## src/rtl/peltier_loop_master_if.sv

```systemverilog
// peltier_loop_master_if
//   Byte-stream link between the Peltier loop master and the command
//   dispatcher FIFOs.
//   cmd_wdata / cmd_winc / cmd_wfull : write side of the dispatcher rx FIFO
//   rsp_rdata / rsp_rinc / rsp_rempty: read side of the dispatcher tx FIFO
//                                      (first-word-fall-through)
//   master modport: the loop master (drives writes and pops)
//   slave modport : the FIFO side
interface peltier_loop_master_if;
  logic [7:0] cmd_wdata;
  logic       cmd_winc;
  logic       cmd_wfull;
  logic [7:0] rsp_rdata;
  logic       rsp_rinc;
  logic       rsp_rempty;

  modport master (
    output cmd_wdata, cmd_winc, rsp_rinc,
    input  cmd_wfull, rsp_rdata, rsp_rempty
  );

  modport slave (
    input  cmd_wdata, cmd_winc, rsp_rinc,
    output cmd_wfull, rsp_rdata, rsp_rempty
  );
endinterface

```

## src/rtl/peltier_loop_master.sv

```systemverilog
// peltier_loop_master
//   Autonomous command initiator standing in for the FT245 host. On each
//   enabled tick it drains stale response bytes, requests an MCP3008 sample,
//   collects the 4-byte little-endian response, computes a proportional
//   Peltier duty and writes it to both Peltier channels. Enable level changes
//   are turned into Peltier on/off commands.
//
//   Ports
//     clk, rst     : clock, synchronous active-high reset
//     enable       : loop enable (level)
//     tick         : one-cycle sample strobe, honoured only in IDLE
//     setpoint     : target ADC code
//     bus          : master side of peltier_loop_master_if (cmd/rsp FIFOs)
//     temp         : last valid 10-bit reading
//     duty         : last duty byte sent
//     busy         : FSM not in IDLE
//     timeout_err  : the last sample cycle timed out
//
//   Optional feature: define PELTIER_LOOP_FAILSAFE_EN to switch the Peltiers
//   off (and force a fresh CMD_PELTIER_ON later) when a response times out.
module peltier_loop_master #(
  parameter int TEMP_LSB       = 0,
  parameter int KP_SHIFT       = 2,
  parameter int TIMEOUT_CYCLES = 65535
) (
  input  logic                  clk,
  input  logic                  rst,
  input  logic                  enable,
  input  logic                  tick,
  input  logic [9:0]            setpoint,
  peltier_loop_master_if.master bus,
  output logic [9:0]            temp,
  output logic [7:0]            duty,
  output logic                  busy,
  output logic                  timeout_err
);

  localparam logic [7:0] CMD_GET_MCP       = 8'h01;
  localparam logic [7:0] CMD_PELTIER_ON    = 8'h05;
  localparam logic [7:0] CMD_PELTIER_OFF   = 8'h06;
  localparam logic [7:0] CMD_PELTIER_1_SET = 8'h07;
  localparam logic [7:0] CMD_PELTIER_2_SET = 8'h08;

  // Shifted error is kept at full width so saturation sees every carried bit.
  localparam int          MAG_W   = 11 + KP_SHIFT;
  // The counter starts at 0 on the first COLLECT cycle, so the cycle holding
  // TIMEOUT_CYCLES-1 is the last one allowed to wait.
  localparam logic [15:0] TO_LAST = 16'(TIMEOUT_CYCLES - 1);

  typedef enum logic [3:0] {
    IDLE,
    SEND_ON,
    SEND_OFF,
    DRAIN,
    SEND_GET,
    COLLECT,
    CALC,
    P1_CMD,
    P1_VAL,
    P2_CMD,
    P2_VAL
  } state_t;

  state_t      state;
  state_t      state_n;
  logic        on_sent;
  logic [31:0] word;
  logic [1:0]  byte_cnt;
  logic [15:0] to_cnt;
  logic        to_hit;
  logic        pop;
  logic        wr;
  logic [7:0]  wdata;
  logic [9:0]  temp_calc;
  logic [7:0]  duty_calc;
  logic        word_unused;

  // Proportional duty: negative or zero error gives 0, otherwise the shifted
  // error clipped to a full byte.
  function automatic logic [7:0] sat_duty(input logic [9:0] t, input logic [9:0] sp);
    logic signed [10:0] err;
    logic [MAG_W-1:0]   mag;
    err = $signed({1'b0, t}) - $signed({1'b0, sp});
    if (err <= 11'sd0) return 8'd0;
    mag = MAG_W'($unsigned(err)) << KP_SHIFT;
    if (mag > MAG_W'(255)) return 8'hFF;
    return mag[7:0];
  endfunction

  assign temp_calc   = word[TEMP_LSB +: 10];
  assign duty_calc   = sat_duty(temp_calc, setpoint);
  // Only part of the response word carries the reading.
  assign word_unused = ^word;

  always_comb begin
    state_n = state;
    wdata   = 8'h00;
    wr      = 1'b0;
    pop     = 1'b0;
    to_hit  = 1'b0;
    case (state)
      IDLE: begin
        if (enable && !on_sent)      state_n = SEND_ON;
        else if (!enable && on_sent) state_n = SEND_OFF;
        else if (enable && tick)     state_n = DRAIN;
      end
      SEND_ON: begin
        wdata = CMD_PELTIER_ON;
        wr    = !bus.cmd_wfull;
        if (wr) state_n = IDLE;
      end
      SEND_OFF: begin
        wdata = CMD_PELTIER_OFF;
        wr    = !bus.cmd_wfull;
        if (wr) state_n = IDLE;
      end
      DRAIN: begin
        pop = !bus.rsp_rempty;
        if (bus.rsp_rempty) state_n = SEND_GET;
      end
      SEND_GET: begin
        wdata = CMD_GET_MCP;
        wr    = !bus.cmd_wfull;
        if (wr) state_n = COLLECT;
      end
      COLLECT: begin
        to_hit = (to_cnt == TO_LAST);
        // A byte showing up on the timeout cycle is left in the FIFO; the
        // next DRAIN discards it.
        if (to_hit) begin
`ifdef PELTIER_LOOP_FAILSAFE_EN
          state_n = SEND_OFF;
`else
          state_n = IDLE;
`endif
        end else if (!bus.rsp_rempty) begin
          pop = 1'b1;
          if (byte_cnt == 2'd3) state_n = CALC;
        end
      end
      CALC: state_n = P1_CMD;
      P1_CMD: begin
        wdata = CMD_PELTIER_1_SET;
        wr    = !bus.cmd_wfull;
        if (wr) state_n = P1_VAL;
      end
      P1_VAL: begin
        wdata = duty;
        wr    = !bus.cmd_wfull;
        if (wr) state_n = P2_CMD;
      end
      P2_CMD: begin
        wdata = CMD_PELTIER_2_SET;
        wr    = !bus.cmd_wfull;
        if (wr) state_n = P2_VAL;
      end
      P2_VAL: begin
        wdata = duty;
        wr    = !bus.cmd_wfull;
        if (wr) state_n = IDLE;
      end
      default: state_n = IDLE;
    endcase
  end

  assign bus.cmd_wdata = wdata;
  assign bus.cmd_winc  = wr;
  assign bus.rsp_rinc  = pop;
  assign busy          = (state != IDLE);

  always_ff @(posedge clk) begin
    if (rst) begin
      state       <= IDLE;
      on_sent     <= 1'b0;
      byte_cnt    <= 2'd0;
      to_cnt      <= 16'd0;
      temp        <= 10'd0;
      duty        <= 8'd0;
      timeout_err <= 1'b0;
    end else begin
      state <= state_n;
      if (state == SEND_ON && wr)  on_sent <= 1'b1;
      if (state == SEND_OFF && wr) on_sent <= 1'b0;
      // Held at zero while waiting to send the request, so COLLECT always
      // starts from a fresh byte count and timeout count.
      if (state == SEND_GET) begin
        byte_cnt <= 2'd0;
        to_cnt   <= 16'd0;
      end
      if (state == COLLECT) begin
        to_cnt <= to_cnt + 16'd1;
        if (pop) byte_cnt <= byte_cnt + 2'd1;
      end
      if (state == CALC) begin
        temp        <= temp_calc;
        duty        <= duty_calc;
        timeout_err <= 1'b0;
      end
      if (to_hit) begin
        timeout_err <= 1'b1;
`ifdef PELTIER_LOOP_FAILSAFE_EN
        on_sent     <= 1'b0;
`endif
      end
    end
  end

  // Response assembly, little-endian; a partial word is simply overwritten
  // by the next complete response.
  always_ff @(posedge clk) begin
    if (state == COLLECT && pop) begin
      case (byte_cnt)
        2'd0:    word[7:0]   <= bus.rsp_rdata;
        2'd1:    word[15:8]  <= bus.rsp_rdata;
        2'd2:    word[23:16] <= bus.rsp_rdata;
        default: word[31:24] <= bus.rsp_rdata;
      endcase
    end
  end

endmodule

```

## src/flat_wrapper.sv

```systemverilog
// flat-port wrapper written by rule: the top's interface ports become plain ports
module peltier_loop_master_flat 
#(
  parameter int TEMP_LSB       = 0,
  parameter int KP_SHIFT       = 2,
  parameter int TIMEOUT_CYCLES = 65535
)
  (clk, rst, enable, tick, setpoint, temp, duty, busy, timeout_err, bus_cmd_wdata, bus_cmd_winc, bus_rsp_rinc, bus_cmd_wfull, bus_rsp_rdata, bus_rsp_rempty);
  peltier_loop_master_if bus_i ();
  input  logic clk;
  input  logic rst;
  input  logic enable;
  input  logic tick;
  input  logic [9:0] setpoint;
  output logic [9:0] temp;
  output logic [7:0] duty;
  output logic busy;
  output logic timeout_err;
  output wire logic [$bits(bus_i.cmd_wdata)-1:0] bus_cmd_wdata;
  output wire logic [$bits(bus_i.cmd_winc)-1:0] bus_cmd_winc;
  output wire logic [$bits(bus_i.rsp_rinc)-1:0] bus_rsp_rinc;
  input wire logic [$bits(bus_i.cmd_wfull)-1:0] bus_cmd_wfull;
  input wire logic [$bits(bus_i.rsp_rdata)-1:0] bus_rsp_rdata;
  input wire logic [$bits(bus_i.rsp_rempty)-1:0] bus_rsp_rempty;
  assign bus_cmd_wdata = bus_i.cmd_wdata;
  assign bus_cmd_winc = bus_i.cmd_winc;
  assign bus_rsp_rinc = bus_i.rsp_rinc;
  assign bus_i.cmd_wfull = bus_cmd_wfull;
  assign bus_i.rsp_rdata = bus_rsp_rdata;
  assign bus_i.rsp_rempty = bus_rsp_rempty;
  peltier_loop_master #(.TEMP_LSB(TEMP_LSB), .KP_SHIFT(KP_SHIFT), .TIMEOUT_CYCLES(TIMEOUT_CYCLES)) u_core (.clk(clk), .rst(rst), .enable(enable), .tick(tick), .setpoint(setpoint), .bus(bus_i), .temp(temp), .duty(duty), .busy(busy), .timeout_err(timeout_err));
endmodule
```

## config.mk

```make
export PLATFORM = sky130hd
export DESIGN_NAME = peltier_loop_master_flat
export DESIGN_NICKNAME = d
export VERILOG_FILES = /design/src/rtl/peltier_loop_master_if.sv /design/src/rtl/peltier_loop_master.sv /design/src/flat_wrapper.sv
export SDC_FILE = /design/constraint.sdc
export NUM_CORES = 1
export LEC_CHECK = 0
export CORE_ASPECT_RATIO = 0.7
export CORE_MARGIN = 8
export CORE_UTILIZATION = 32
export DETAILED_ROUTE_END_ITERATION = 7
export GPL_ROUTABILITY_DRIVEN = 0
export PLACE_DENSITY = 0.56
export SLEW_MARGIN = 25
export SYNTH_ARGS = -nofsm -noshare
export SYNTH_HDL_FRONTEND = slang
export SYNTH_SLANG_ARGS = --single-unit
```

## constraint.sdc

```tcl
create_clock -name clk -period 7.5 [get_ports clk]
set_input_delay 1.5 -clock clk [delete_from_list [all_inputs] [get_ports clk]]
set_output_delay 1.5 -clock clk [all_outputs]
set_load 0.1 [all_outputs]
```

# --- After elaboration in Yosys (flattened, before gate mapping) ---
# Index checks and enable logic that the tools add are counted.
totals:
  elab_cells: 91
  register_bits: 52
  output_inout_bits: 30
  in_bits: 24
op_classes:
  addsub: 3
  mux: 33
  n_eq_ne: 22
  order_cmp: 2
  n_reduce_logical: 22
ops:
  columns: ["operator", "n"]
  rows:
  - ["two-way mux 4 bit", 12]
  - ["one-hot mux 8 bit (6 select lines)", 1]
  - ["one-hot mux 4 bit (9 select lines)", 1]
  - ["two-way mux 16 bit", 2]
  - ["two-way mux 8 bit", 4]
  - ["adder 16 x 1 -> 16 bit, second input constant", 1]
  - ["== test 16 bit, second input constant", 1]
  - ["== test 4 x 3 -> 1 bit, second input constant", 4]
  - ["greater-than comparator 13 x 8 -> 1 bit, second input constant", 1]
  - ["== test 4 bit, second input constant", 3]
  - ["!= test 2 bit, second input constant", 6]
  - ["less-or-equal comparator 11 x 1 -> 1 bit, second input constant", 1]
  - ["subtractor 10 x 10 -> 11 bit", 1]
  - ["two-way mux 1 bit", 9]
  - ["AND reduction 9 bit", 1]
  - ["== test 4 x 2 -> 1 bit, second input constant", 2]
  - ["OR reduction 7 bit", 1]
  - ["logical AND 1 bit", 6]
  - ["two-way mux 2 bit", 3]
  - ["== test 4 x 1 -> 1 bit, second input constant", 1]
  - ["logical NOT 1 bit", 4]
  - ["logical NOT 4 bit", 1]
  - ["!= test 4 x 1 -> 1 bit, second input constant", 1]
  - ["AND reduction 2 bit", 2]
  - ["other kinds (11)", 13]

# --- Logic depth before layout (Yosys ltp) ---
logic_depth:
  depth_word: 6
  ltp_mapped: 9
  depth_no_buf: 9

# --- Least setup slack after synthesis ---
# Ideal clock, no wire load.
synth_timing:
  path_type: "input to output"
  startpoint: "input port bus_cmd_wfull"
  endpoint: "output port bus_cmd_winc"
  t_required_ns: 6.000
  path_slack_ns: 2.258
  path_buffers: 0
  cell_stages: 1
  t_arrival_ns: 3.742
  cell_sequence: "a221oi_1"
synth_via:
  elab_chain_len: 2
synth_lines:
  columns: ["item", "line_no", "source"]
  rows:
  - ["start: declaration", "flat_wrapper.sv:22", "input wire logic [$bits(bus_i.cmd_wfull)-1:0] bus_cmd_wfull;"]
  - ["logical NOT 1 bit", null, null]
  - ["two-way mux 1 bit", null, null]
  - ["end: declaration", "flat_wrapper.sv:20", "output wire logic [$bits(bus_i.cmd_winc)-1:0] bus_cmd_winc;"]
# No other way between the ends.

# --- Worst setup path after layout ---
layout_timing:
  startpoint: "input port bus_rsp_rempty"
  endpoint: "output port bus_rsp_rinc"
layout_via:
  elab_chain_len: 3
  elab_cells_between_ends: 4
  classes_between: "mux: 3; reduce/logical: 1"
layout_lines:
  columns: ["item", "line_no", "source"]
  rows:
  - ["start: declaration", "flat_wrapper.sv:24", "input wire logic [$bits(bus_i.rsp_rempty)-1:0] bus_rsp_rempty;"]
  - ["two-way mux 1 bit", "peltier_loop_master.sv:136", "end else if (!bus.rsp_rempty) begin"]
  - ["two-way mux 1 bit", "peltier_loop_master.sv:130", "if (to_hit) begin"]
  - ["one-hot mux 1 bit (2 select lines) *", "peltier_loop_master.sv:101", "case (state)"]
  - ["end: declaration", "flat_wrapper.sv:21", "output wire logic [$bits(bus_i.rsp_rinc)-1:0] bus_rsp_rinc;"]
# Mark *: on every way between the ends. The rest lies on a longest branch, timed or not.

==> flow_metrics.tcl <==
set metrics [dict create \
    status "completed" \
    p_leak_nw 1.343 \
    rows 29 \
    drive_gt1_share_pct 5.201 \
    dp_hpwl_mm 6.367 \
    arrival_ns 3.39 \
    antenna_found_initial 0 \
    htreeDepth 2 \
    clkSlewWorstSetupHoldPaths_ns 0.07 \
    final_cell_mix "clkdlybuf4s50_1 (53), nand2_1 (42), dfxtp_1 (41)" \
    clock.fmax_ghz 0.2045 \
    power_frac_comb_pct 39.0 \
    postCtsSetupRepairBufs 0 \
    remaining_drc_errors 0 \
    slew_viol_final 0 \
    synth_edf_count 10 \
    cts_tree "yes" \
    peakVddDrop_uv 97.64 \
    io_buffers 53 \
    yosysWarningCount 0 \
    syn_avg_cell_area_um2 7.983 \
    fp.dieArea_um2 12930 \
    synth_nets 423 \
    rrSetupSlack_ns 4.72 \
    p_int_mw 0.5295 \
    finalCriticalPeriod_ns 4.889 \
    ctsResizeCount 0 \
    wl_per_cell_um 15.78 \
    max_slew.worst_pin.slew_ns 1.029 \
    p_seq_share_pct 35.1 \
    drt.antenna.violating_nets 0 \
    core-area_um2 9144 \
    die_w_um 132.5 \
    crit_path_max_fanout 5 \
    root_buffer "clkbuf_16" \
    clock_latency_ns 0.29 \
    hold_class "reg2reg" \
    initial_core_util_pct 33.26 \
    drv_cap 0 \
    grt.overflow.total 0 \
    place_ws_ns 2.579 \
    grt_max_degree 35 \
    p_per_area_nw_per_um2 240.6 \
    crit_path_end_kind "output port" \
    synth-seq-area-share_pct 36.86 \
    synthCells 381 \
    rsz0062_at_grt "no" \
    synth_ff_type "dfxtp_1" \
    cts.sinks 51 \
    finalSetupViolCount 0 \
    clockPowerShare_pct 25.9 \
    worstPathRequired_ns 6.00 \
    first_global_vias 2822 \
    hold_violations 0 \
    dr_total_vias 2930 \
    async_flop_share_pct 0 \
    area_growth_pct 25.22 \
    mostFrequentLayoutCell "clkdlybuf4s50_1" \
    finClkSkew_ns 0.003974 \
    grt_pass1_wl_mm 14.52 \
    design.portCount 54 \
    post-route-period-util_pct 65.19 \
    dr.pass1.iters 5 \
    fillers 932 \
    synth_area_um2 3042 \
    ys_ff_latch 51 \
    wirelength_mm 8.631 \
    setup_ws_ns 2.611 \
    cts_buffers 5 \
    p_sw_mw 0.3870 \
    slew_headroom_pct 31.20 \
    cts_max_path_buffers 2 \
    synthDistinctLibCells 54 \
    setup_tns_ns 0 \
    cts-hold-fix-buffers 0 \
    antennaDiodeCount 0 \
    grtUsageTotal_pct 13.50 \
    via_per_inst 5.356 \
    post-route-util_pct 41.65 \
    worst_setup_path_start_kind "input port" \
    path_class "in2out" \
    fin_hold_ws_ns 0.4571 \
    nets 464 \
    switching_share_pct 42.22 \
    dieHeight_um 97.57 \
    drt_first_iter_violations 275 \
]
layer usage:
layer	vias to the layer above	GRT usage [%]	share of wire [%]
li1	1441	-	-
met1	1400	19.75	55
met2	77	18.29	38
met3	12	4.029	5.9
met4	0	3.826	1.3
met5	-	0	0
power groups by stage:
stage | Clock, mW | Sequential, mW | Combinational [mW]
floorplan | 0 | 0.330 | 0.265
global placement | 0 | 0.327 | 0.354
detailed placement | 0 | 0.327 | 0.356
CTS | 0.243 | 0.321 | 0.357
global route | 0.252 | 0.325 | 0.385
finish | 0.237 | 0.322 | 0.357
kinds of logic (layout without fill, tap and decap cells):
| group | Yosys count | count (layout) | synth area share (%) |
|---|---|---|---|
| flip-flops | 51 | 51 | 36.86 |
| buffers and inverters | 44 | 86 | 5.676 |
| AO/OA/AOI/OAI | 112 | 112 | 23.65 |
| XOR/XNOR | 7 | 7 | 2.016 |
| AND/OR/NAND/NOR | 147 | 147 | 23.45 |
| multiplexers | 2 | 2 | 0.6993 |
| adder cells (fa/ha/maj) | 18 | 18 | 7.651 |
through the flow:
stage	cells	total power [mW]	area (µm²)
after global routing	547	0.9615	3809
after floorplan	381	0.5946	3042
after CTS	547	0.9211	3809
final	547	0.9165	3809
after global placement	539	0.6816	3661
after detailed placement	539	0.6826	3661
cell type report:
class / count / area [µm²] / area share [%]
Clock buffer: 7 / 142.6 / 3.745
Clock inverter: 1 / 5.005 / 0.1314
Inverter: 23 / 86.33 / 2.267
Multi-Input combinational cell: 286 / 1753 / 46.02
Sequential cell: 51 / 1121 / 29.44
Tap cell: 124 / 155.1 / 4.074
Timing Repair Buffer: 55 / 545.5 / 14.32
worst max-delay path: stages:
cell and delay, ns:
clkdlybuf4s50_1 0.49, nor3_1 0.23, clkdlybuf4s50_1 1.16
state kept, by name, indices dropped and copies added (netlist names):
name                flops
u_core.byte_cnt         2
u_core.duty             7
u_core.on_sent          1
u_core.state            4
u_core.temp            10
u_core.timeout_err      1
u_core.to_cnt          16
u_core.word            10
worst paths after layout:
path	from	cells past startpoint	to
setup / recovery	bus_rsp_rempty	3	bus_rsp_rinc
hold / removal	u_core.temp[2]	2	u_core.temp[2]
setup reg to reg	u_core.state[2]	5	u_core.word[7]
hold reg to reg	u_core.temp[2]	2	u_core.temp[2]
synth_stat cells, drive strengths merged (6+ instances only):
master / count / area, µm²
nand2b: 10 / 62.56
a211oi: 8 / 60.06
ha: 17 / 212.7
edfxtp: 10 / 300.3
dfxtp: 41 / 820.8
and3: 8 / 50.05
inv: 23 / 86.33
nor3: 13 / 76.33
a311oi: 6 / 52.55
a31oi: 6 / 37.54
clkbuf: 17 / 63.81
nand3: 14 / 70.07
o21ai: 25 / 125.1
nand2: 42 / 157.7
nor2: 36 / 135.1
a21oi: 39 / 195.2
Power figures use the tool's default switching activity.
